==> config.mk <==
export PLATFORM = sky130hd
export DESIGN_NAME = riscv_result_monitor
export DESIGN_NICKNAME = d
export VERILOG_FILES = /design/src/rtl/riscv_result_monitor.sv
export SDC_FILE = /design/constraint.sdc
export NUM_CORES = 1
export LEC_CHECK = 0
export CORE_UTILIZATION = 45
export CTS_CLUSTER_DIAMETER = 150
export DETAILED_ROUTE_END_ITERATION = 12
export PLACE_DENSITY = 0.7
export SYNTH_ARGS = -nofsm -noshare
export SYNTH_HDL_FRONTEND = slang
export SYNTH_SLANG_ARGS = --single-unit
==> constraint.sdc <==
create_clock -name clk -period 6.3 [get_ports clk]
set_input_delay 1.26 -clock clk [delete_from_list [all_inputs] [get_ports clk]]
set_output_delay 1.26 -clock clk [all_outputs]
set_load 0.02 [all_outputs]
==> src/rtl/riscv_result_monitor.sv <==
// riscv_result_monitor: passive snooper on the data-memory write bus that collects
// self-check results, watches for the end-of-test sentinel and enforces a timeout.
// Optional feature macro RESULT_MON_STAMP_EN: per-slot first-capture cycle stamps.
module riscv_result_monitor #(
   parameter int unsigned NUM_TESTS      = 13,
   parameter logic [31:0] RESULT_BASE    = 32'h0000_0100,
   parameter logic [31:0] DONE_ADDR      = 32'h0000_01FC,
   parameter logic [31:0] DONE_MAGIC     = 32'h600D_600D,
   parameter int unsigned TIMEOUT_CYCLES = 2000,
   parameter int unsigned CNT_W          = 16,
   parameter int unsigned IDX_W          = 6
) (
   input  logic                 clk,
   input  logic                 rst_n,
   input  logic                 enable,
   input  logic [31:0]          d_mem_addr,
   input  logic [31:0]          d_mem_wdata,
   input  logic [3:0]           d_mem_wen,
   input  logic [IDX_W-1:0]     query_idx,
   output logic [31:0]          query_value,
   output logic [CNT_W-1:0]     query_stamp,
   output logic [NUM_TESTS-1:0] written_mask,
   output logic [NUM_TESTS-1:0] fail_mask,
   output logic [CNT_W-1:0]     cycle_count,
   output logic [1:0]           state,
   output logic                 done,
   output logic                 timeout,
   output logic                 pass,
   output logic                 err_write
);

   typedef enum logic [1:0] {
      ST_IDLE    = 2'd0,
      ST_RUN     = 2'd1,
      ST_DONE    = 2'd2,
      ST_TIMEOUT = 2'd3
   } state_e;

   localparam logic [31:0]      WIN_END      = RESULT_BASE + 32'(4 * NUM_TESTS);
   localparam logic [CNT_W-1:0] LAST_RUN_CNT = CNT_W'(TIMEOUT_CYCLES - 1);

   state_e           state_q, state_d;
   logic [CNT_W-1:0] cnt_q, cnt_d;
   logic             err_q, err_d;
   logic [31:0]      query_value_q;

   logic run, full_word, in_window, malformed, sentinel;

   logic [31:0] slot_q    [NUM_TESTS];
   logic        written_q [NUM_TESTS];
   logic        fail_q    [NUM_TESTS];

   assign run       = (state_q == ST_RUN);
   assign full_word = (d_mem_wen == 4'hF);
   assign in_window = (d_mem_addr >= RESULT_BASE) && (d_mem_addr < WIN_END);
   // Any partial or misaligned store landing in the window is a test-program bug.
   assign malformed = run && (d_mem_wen != 4'h0) && in_window
                      && (!full_word || (d_mem_addr[1:0] != 2'b00));
   assign sentinel  = run && full_word && (d_mem_addr == DONE_ADDR)
                      && (d_mem_wdata == DONE_MAGIC);

   always_comb begin
      state_d = state_q;
      cnt_d   = cnt_q;
      err_d   = err_q;
      case (state_q)
         ST_IDLE: begin
            if (enable) state_d = ST_RUN;
         end
         ST_RUN: begin
            cnt_d = (&cnt_q) ? cnt_q : cnt_q + CNT_W'(1);
            if (malformed) err_d = 1'b1;
            if (sentinel)                   state_d = ST_DONE;
            else if (cnt_q == LAST_RUN_CNT) state_d = ST_TIMEOUT;
         end
         default: begin
         end
      endcase
   end

   always_ff @(posedge clk) begin
      if (!rst_n) begin
         state_q <= ST_IDLE;
         cnt_q   <= '0;
         err_q   <= 1'b0;
      end else begin
         state_q <= state_d;
         cnt_q   <= cnt_d;
         err_q   <= err_d;
      end
   end

   // Every aligned word in the window maps to exactly one slot address.
   generate
      for (genvar gi = 0; gi < NUM_TESTS; gi++) begin : g_slot
         localparam logic [31:0] SLOT_ADDR = RESULT_BASE + 32'(4 * gi);
         logic hit;
         assign hit = run && full_word && (d_mem_addr == SLOT_ADDR);

         always_ff @(posedge clk) begin
            if (!rst_n) begin
               slot_q[gi]    <= '0;
               written_q[gi] <= 1'b0;
               fail_q[gi]    <= 1'b0;
            end else if (hit) begin
               slot_q[gi]    <= d_mem_wdata;
               written_q[gi] <= 1'b1;
               fail_q[gi]    <= (d_mem_wdata != 32'h0);
            end
         end

         assign written_mask[gi] = written_q[gi];
         assign fail_mask[gi]    = fail_q[gi];
      end
   endgenerate

   logic [31:0] rd_value;
   always_comb begin
      rd_value = '0;
      for (int i = 0; i < NUM_TESTS; i++) begin
         if (query_idx == IDX_W'(i)) rd_value = slot_q[i];
      end
   end

   always_ff @(posedge clk) begin
      if (!rst_n) query_value_q <= '0;
      else        query_value_q <= rd_value;
   end

`ifdef RESULT_MON_STAMP_EN
   logic [CNT_W-1:0] stamp_q [NUM_TESTS];
   logic [CNT_W-1:0] query_stamp_q;
   logic [CNT_W-1:0] rd_stamp;

   generate
      for (genvar gi = 0; gi < NUM_TESTS; gi++) begin : g_stamp
         // Only the first capture is stamped; rewrites keep the original cycle.
         always_ff @(posedge clk) begin
            if (!rst_n) begin
               stamp_q[gi] <= '0;
            end else if (g_slot[gi].hit && !written_q[gi]) begin
               stamp_q[gi] <= cnt_q;
            end
         end
      end
   endgenerate

   always_comb begin
      rd_stamp = '0;
      for (int i = 0; i < NUM_TESTS; i++) begin
         if (query_idx == IDX_W'(i) && written_q[i]) rd_stamp = stamp_q[i];
      end
   end

   always_ff @(posedge clk) begin
      if (!rst_n) query_stamp_q <= '0;
      else        query_stamp_q <= rd_stamp;
   end

   assign query_stamp = query_stamp_q;
`else
   assign query_stamp = '0;
`endif

   assign query_value = query_value_q;
   assign cycle_count = cnt_q;
   assign state       = state_q;
   assign done        = (state_q == ST_DONE);
   assign timeout     = (state_q == ST_TIMEOUT);
   assign err_write   = err_q;
   assign pass        = done && (&written_mask) && !(|fail_mask) && !err_q;

endmodule

# [Word-level counts from Yosys, hierarchy flattened]
# Memory sizes are Yosys's and may differ from the RTL's.
# Cells that the tools add are included.
[word_totals] register_bits=51 latchBits=0 ram_bits=442 mem_bits_ro=0 output_inout_bits=96 elab_cells=219 mem_count=3
[memory_table] name="slot_q" depth=13 word_bits=32 rd=13 rd_ports_with_merged_regs=0 write_ports=13 line_no="49" source="logic [31:0] slot_q [NUM_TESTS];"
[memory_table] name="fail_q" depth=13 word_bits=1 rd=13 rd_ports_with_merged_regs=0 write_ports=13 line_no="51" source="logic fail_q [NUM_TESTS];"
[memory_table] name="written_q" depth=13 word_bits=1 rd=13 rd_ports_with_merged_regs=0 write_ports=13 line_no="50" source="logic written_q [NUM_TESTS];"
[classes] addsub=1 mul=0 div_mod_pow=0 magnitude_cmp=2 eq_ne=34 shift=0 n_mux=96 bitwise=40 reduce_logical=39
[ops] cell="$mux 32" count=26
[ops] cell="$eq 32x9->1 const B" count=14
[ops] cell="$mux 1" count=66
[ops] cell="$or 1x1->1" count=39
[ops] cell="$eq 32x31->1 const B" count=1
[ops] cell="$ge 32x9->1 const B" count=1
[ops] cell="$lt 32x9->1 const B" count=1
[ops] cell="$reduce_bool 32->1" count=1
[ops] cell="$eq 6x4->1 const B" count=5
[ops] cell="$eq 6x3->1 const B" count=4
[ops] cell="$logic_and 1x1->1" count=23
[ops] cell="$add 16x1->16 const B" count=1
[ops] cell="$eq 16x11->1 const B" count=1
[ops] cell="$reduce_and 16->1" count=1
[ops] cell="$reduce_and 13->1" count=1
[ops] cell="$reduce_or 13->1" count=1
[ops] cell="$eq 6x2->1 const B" count=2
[ops] cell="$eq 6x1->1 const B" count=1
[ops] cell="$logic_not 6->1" count=1
[ops] cell="$mux 2" count=3
[ops] cell="$eq 2x2->1 const B" count=2
[ops] cell="$eq 4x4->1 const B" count=1
[ops] cell="$pmux 2 s2" count=1
[ops] cell="$reduce_and 2->1" count=2
[ops] cell="10 further kinds" count=13

# [Depth between registers and ports, before layout]
[depth] depth_word=14 depth_mapped=9 ltp_nobuf=6

# [Worst setup path before layout]
# Ideal clock, no wire load.
[synth_path] path_kind="in2reg" start="input d_mem_addr[22]" end="memory fail_q[10], enable pin" setup_ps=477 t_arrival_ps=5087 required_ps=5823 slack_ps=736 path_stages=6 n_path_buf=2 path_cell_list="nor4_2 nand3_1 or4_4 buf_8 buf_12 o31ai_1"
[synth_rtl] item="start, declared" line_no="16" source="input logic [31:0] d_mem_addr,"
[synth_rtl] item="end, declared" line_no="51"

==> impl_metrics.tcl <==
set metrics [dict create \
    drt_iter0_drc 2203 \
    yosysWarnings 0 \
    critPathMaxFanout 18 \
    cap_violations 0 \
    multi_input_area_um2 7560 \
    routedWlPerCell_um 25.3 \
    clkPwrFrac_pct 41.2 \
    synth_ff_type "edfxtp_1" \
    pre_cts_ws_ps 1750 \
    cts_tree "built" \
    worstPathArrival_ps 4210 \
    worstSetupStartpointType "input pin" \
    antenna_found_initial 2 \
    synth.largest_area_cell "edfxtp_1" \
    crit_type "input pin to flip-flop" \
    crit_buf_inv 2 \
    synth.avg_cell_area_um2 13.1 \
    drc 0 \
    ys_async_sr_fraction_pct 0 \
    rsz0062_at_grt "false" \
    cp-end-kind "flip-flop" \
    via_per_inst 5.97 \
    vdd_drop_max_uv 182 \
    io_buffers 156 \
    die_height_um 226 \
    fin_crit_sh_pct 62.4 \
    syn_inst 1729 \
    path_delay_family "simple AND/OR/NAND/NOR gates" \
    switching_power_mw 1.61 \
    h-tree-depth 2 \
    synth-edff-count 440 \
    drt-pass1-iter-count 6 \
    cellLeakagePower_nw 9.49 \
    crit_chain "clkdlybuf4s50_1 -> nor4_2 -> nand3_1 -> nor4_1 -> nand2_1 -> o21ai_4 -> buf_4" \
    synth.area.top_cells "edfxtp_1, and2_1, dfxtp_1" \
    cp_slowest_cell "o21ai_4" \
    yosys_register_bits 493 \
    setup_viol 0 \
    hold_viol 0 \
    ys_seq_area_share_pct 63.0 \
    ios 173 \
    syn2layout_area_growth_pct 16.4 \
    yosysTopAreaCellShare_pct 58.3 \
    grt_max_degree 46 \
    gp_congestion 0.949 \
    synth_common_cells "edfxtp_1, and2_1, clkbuf_1, o21ai_0, dfxtp_1" \
    dieArea_um2 51300 \
    power_density_nw_per_um2 267 \
    grt_pass1_wl_um 95500 \
    slowest_delay_ps 680 \
    skew_ps 18.4 \
    synth.distinct_cells 72 \
    gr-total-overflow 0 \
    start_util_pct 45.9 \
    antenna_cells 0 \
    die_w_um 226 \
    total_power_mw 7.05 \
    yosysMostFrequentCell "edfxtp_1" \
    vias 15205 \
    worst_ep_required_time_ps 6580 \
    drive_gt1_share_pct 12.1 \
    holdWs_ps 478 \
    grt_pass1_vias 14837 \
    grt_usage_pct 25.3 \
    clockBufferDepth 3 \
    finalMaxSlewViolations 0 \
    cts_setup_buffers 0 \
    clock-sinks 493 \
    tightest_slew_ps 1400 \
    core-area_um2 49400 \
    cts_resized 0 \
    status "finished clean" \
    setup_tns_ps 0 \
    fin_ws_ps 2370 \
    nNetsFinal 1915 \
    fmax_mhz 254 \
    nFillCells 4099 \
    clock_latency_ps 610 \
    core.rowCount 81 \
    layout.area.seq_um2 14300 \
    dp_hpwl_um 41800 \
    slew-limit-headroom_pct 6.30 \
    clock-root-buffer "clkbuf_16" \
    min_period_ps 3930 \
    cts_hold_buf 0 \
    wirelength_um 64400 \
    seq_power_share_pct 52.3 \
    p_int_mw 5.44 \
    hold_class "flip-flop to flip-flop" \
    cts.clk_slew.worst_paths_ps 60 \
    swShare_pct 22.8 \
    cts_buffers 52 \
    pwr-share-comb_pct 6.5 \
    synthesis.area_um2 22700 \
    ant_nets 0 \
]
[layout by cell type (no fill, tap or decap), types with 15 or more instances in the layout]
| master | count |
|---|---|
| edfxtp_1 | 440 |
| and2_1 | 420 |
| clkdlybuf4s50_1 | 153 |
| buf_4 | 68 |
| o21ai_0 | 56 |
| clkbuf_16 | 53 |
| dfxtp_1 | 53 |
| a21oi_1 | 46 |
| nand2_1 | 41 |
| nor2_1 | 40 |
| o22ai_1 | 37 |
| mux4_2 | 30 |
| nor2b_1 | 27 |
| o221ai_1 | 27 |
| a221oi_1 | 24 |
| nor3_1 | 20 |
| clkinv_1 | 20 |
| nand3_1 | 19 |
| nor4_1 | 17 |
| mux2i_1 | 16 |
| conb_1 | 16 |
| nand2b_1 | 15 |
[state kept, by name, summed over array words and instances (netlist names)]
name	flops
cycle_count	16
fail_q	13
slot_q	416
query_value	32
state	2
err_write	1
written_q	13
[metal layers]
| layer | share of wire (%) | global-route usage [%] | up-vias |
|---|---|---|---|
| li1 | - | - | 6587 |
| met1 | 41 | 34.9 | 7679 |
| met2 | 47 | 40.6 | 819 |
| met3 | 9.5 | 4.79 | 118 |
| met4 | 2.6 | 7.50 | 2 |
| met5 | 0.020 | 0 | - |
[logic make-up after synthesis]
kind of cell    after synthesis  share of synthesized area (%)
simple gates                670                           18.3
other cells                   1                         0.0165
compound gates              303                           9.24
xor+xnor                     10                          0.386
flops                       493                           63.0
mux                          60                           4.38
fa+ha+maj                     1                         0.0552
buf+inv                     191                           4.65
[final cells by class]
class	instances	share of cell area (%)
sequential	493	54.1
multi-input combinational	1060	28.7
timing repair buffer	224	7.96
clock buffer	64	5.22
tap	664	3.15
clock inverter	34	0.872
inverter	6	0.0853
[worst reg2reg max path, stage by stage, from the launching register on]
cell and delay [ps]:
dfxtp_1 420, nor2b_1 380, nand2_1 200, nor4_1 500, nand2_1 380, o21ai_4 690, buf_4 420
[per-stage QoR]
step           instances  cell area (um2)  util [%]
4_1_cts             2545            26400      53.5
3_5_place_dp        2447            24800      50.2
6_report            2545            26400      53.5
5_1_grt             2545            26400      53.5
2_1_floorplan       1744            22700         -
3_3_place_gp        2445            24700      50.1
[worst paths after layout]
kind                     endpoint  slack, ps  depth (start not counted)      startpoint
hold reg to reg   query_value[18]        480                          1  slot_q[1][146]
hold / removal    query_value[18]        480                          1  slot_q[1][146]
setup reg to reg    slot_q[0][47]       3000                          6        state[0]
setup / recovery    slot_q[0][47]       2370                          7  d_mem_addr[22]
[power groups by stage]
stage / clock, mW / sequential [mW] / combinational (mW)
global placement: 0 / 3.75 / 0.449
finish: 2.91 / 3.69 / 0.458
floorplan: 0 / 3.76 / 0.228
detailed placement: 0 / 3.75 / 0.451
global route: 3.07 / 3.69 / 0.480
CTS: 2.94 / 3.68 / 0.453
No activity file was read; power rests on OpenSTA's default activity.
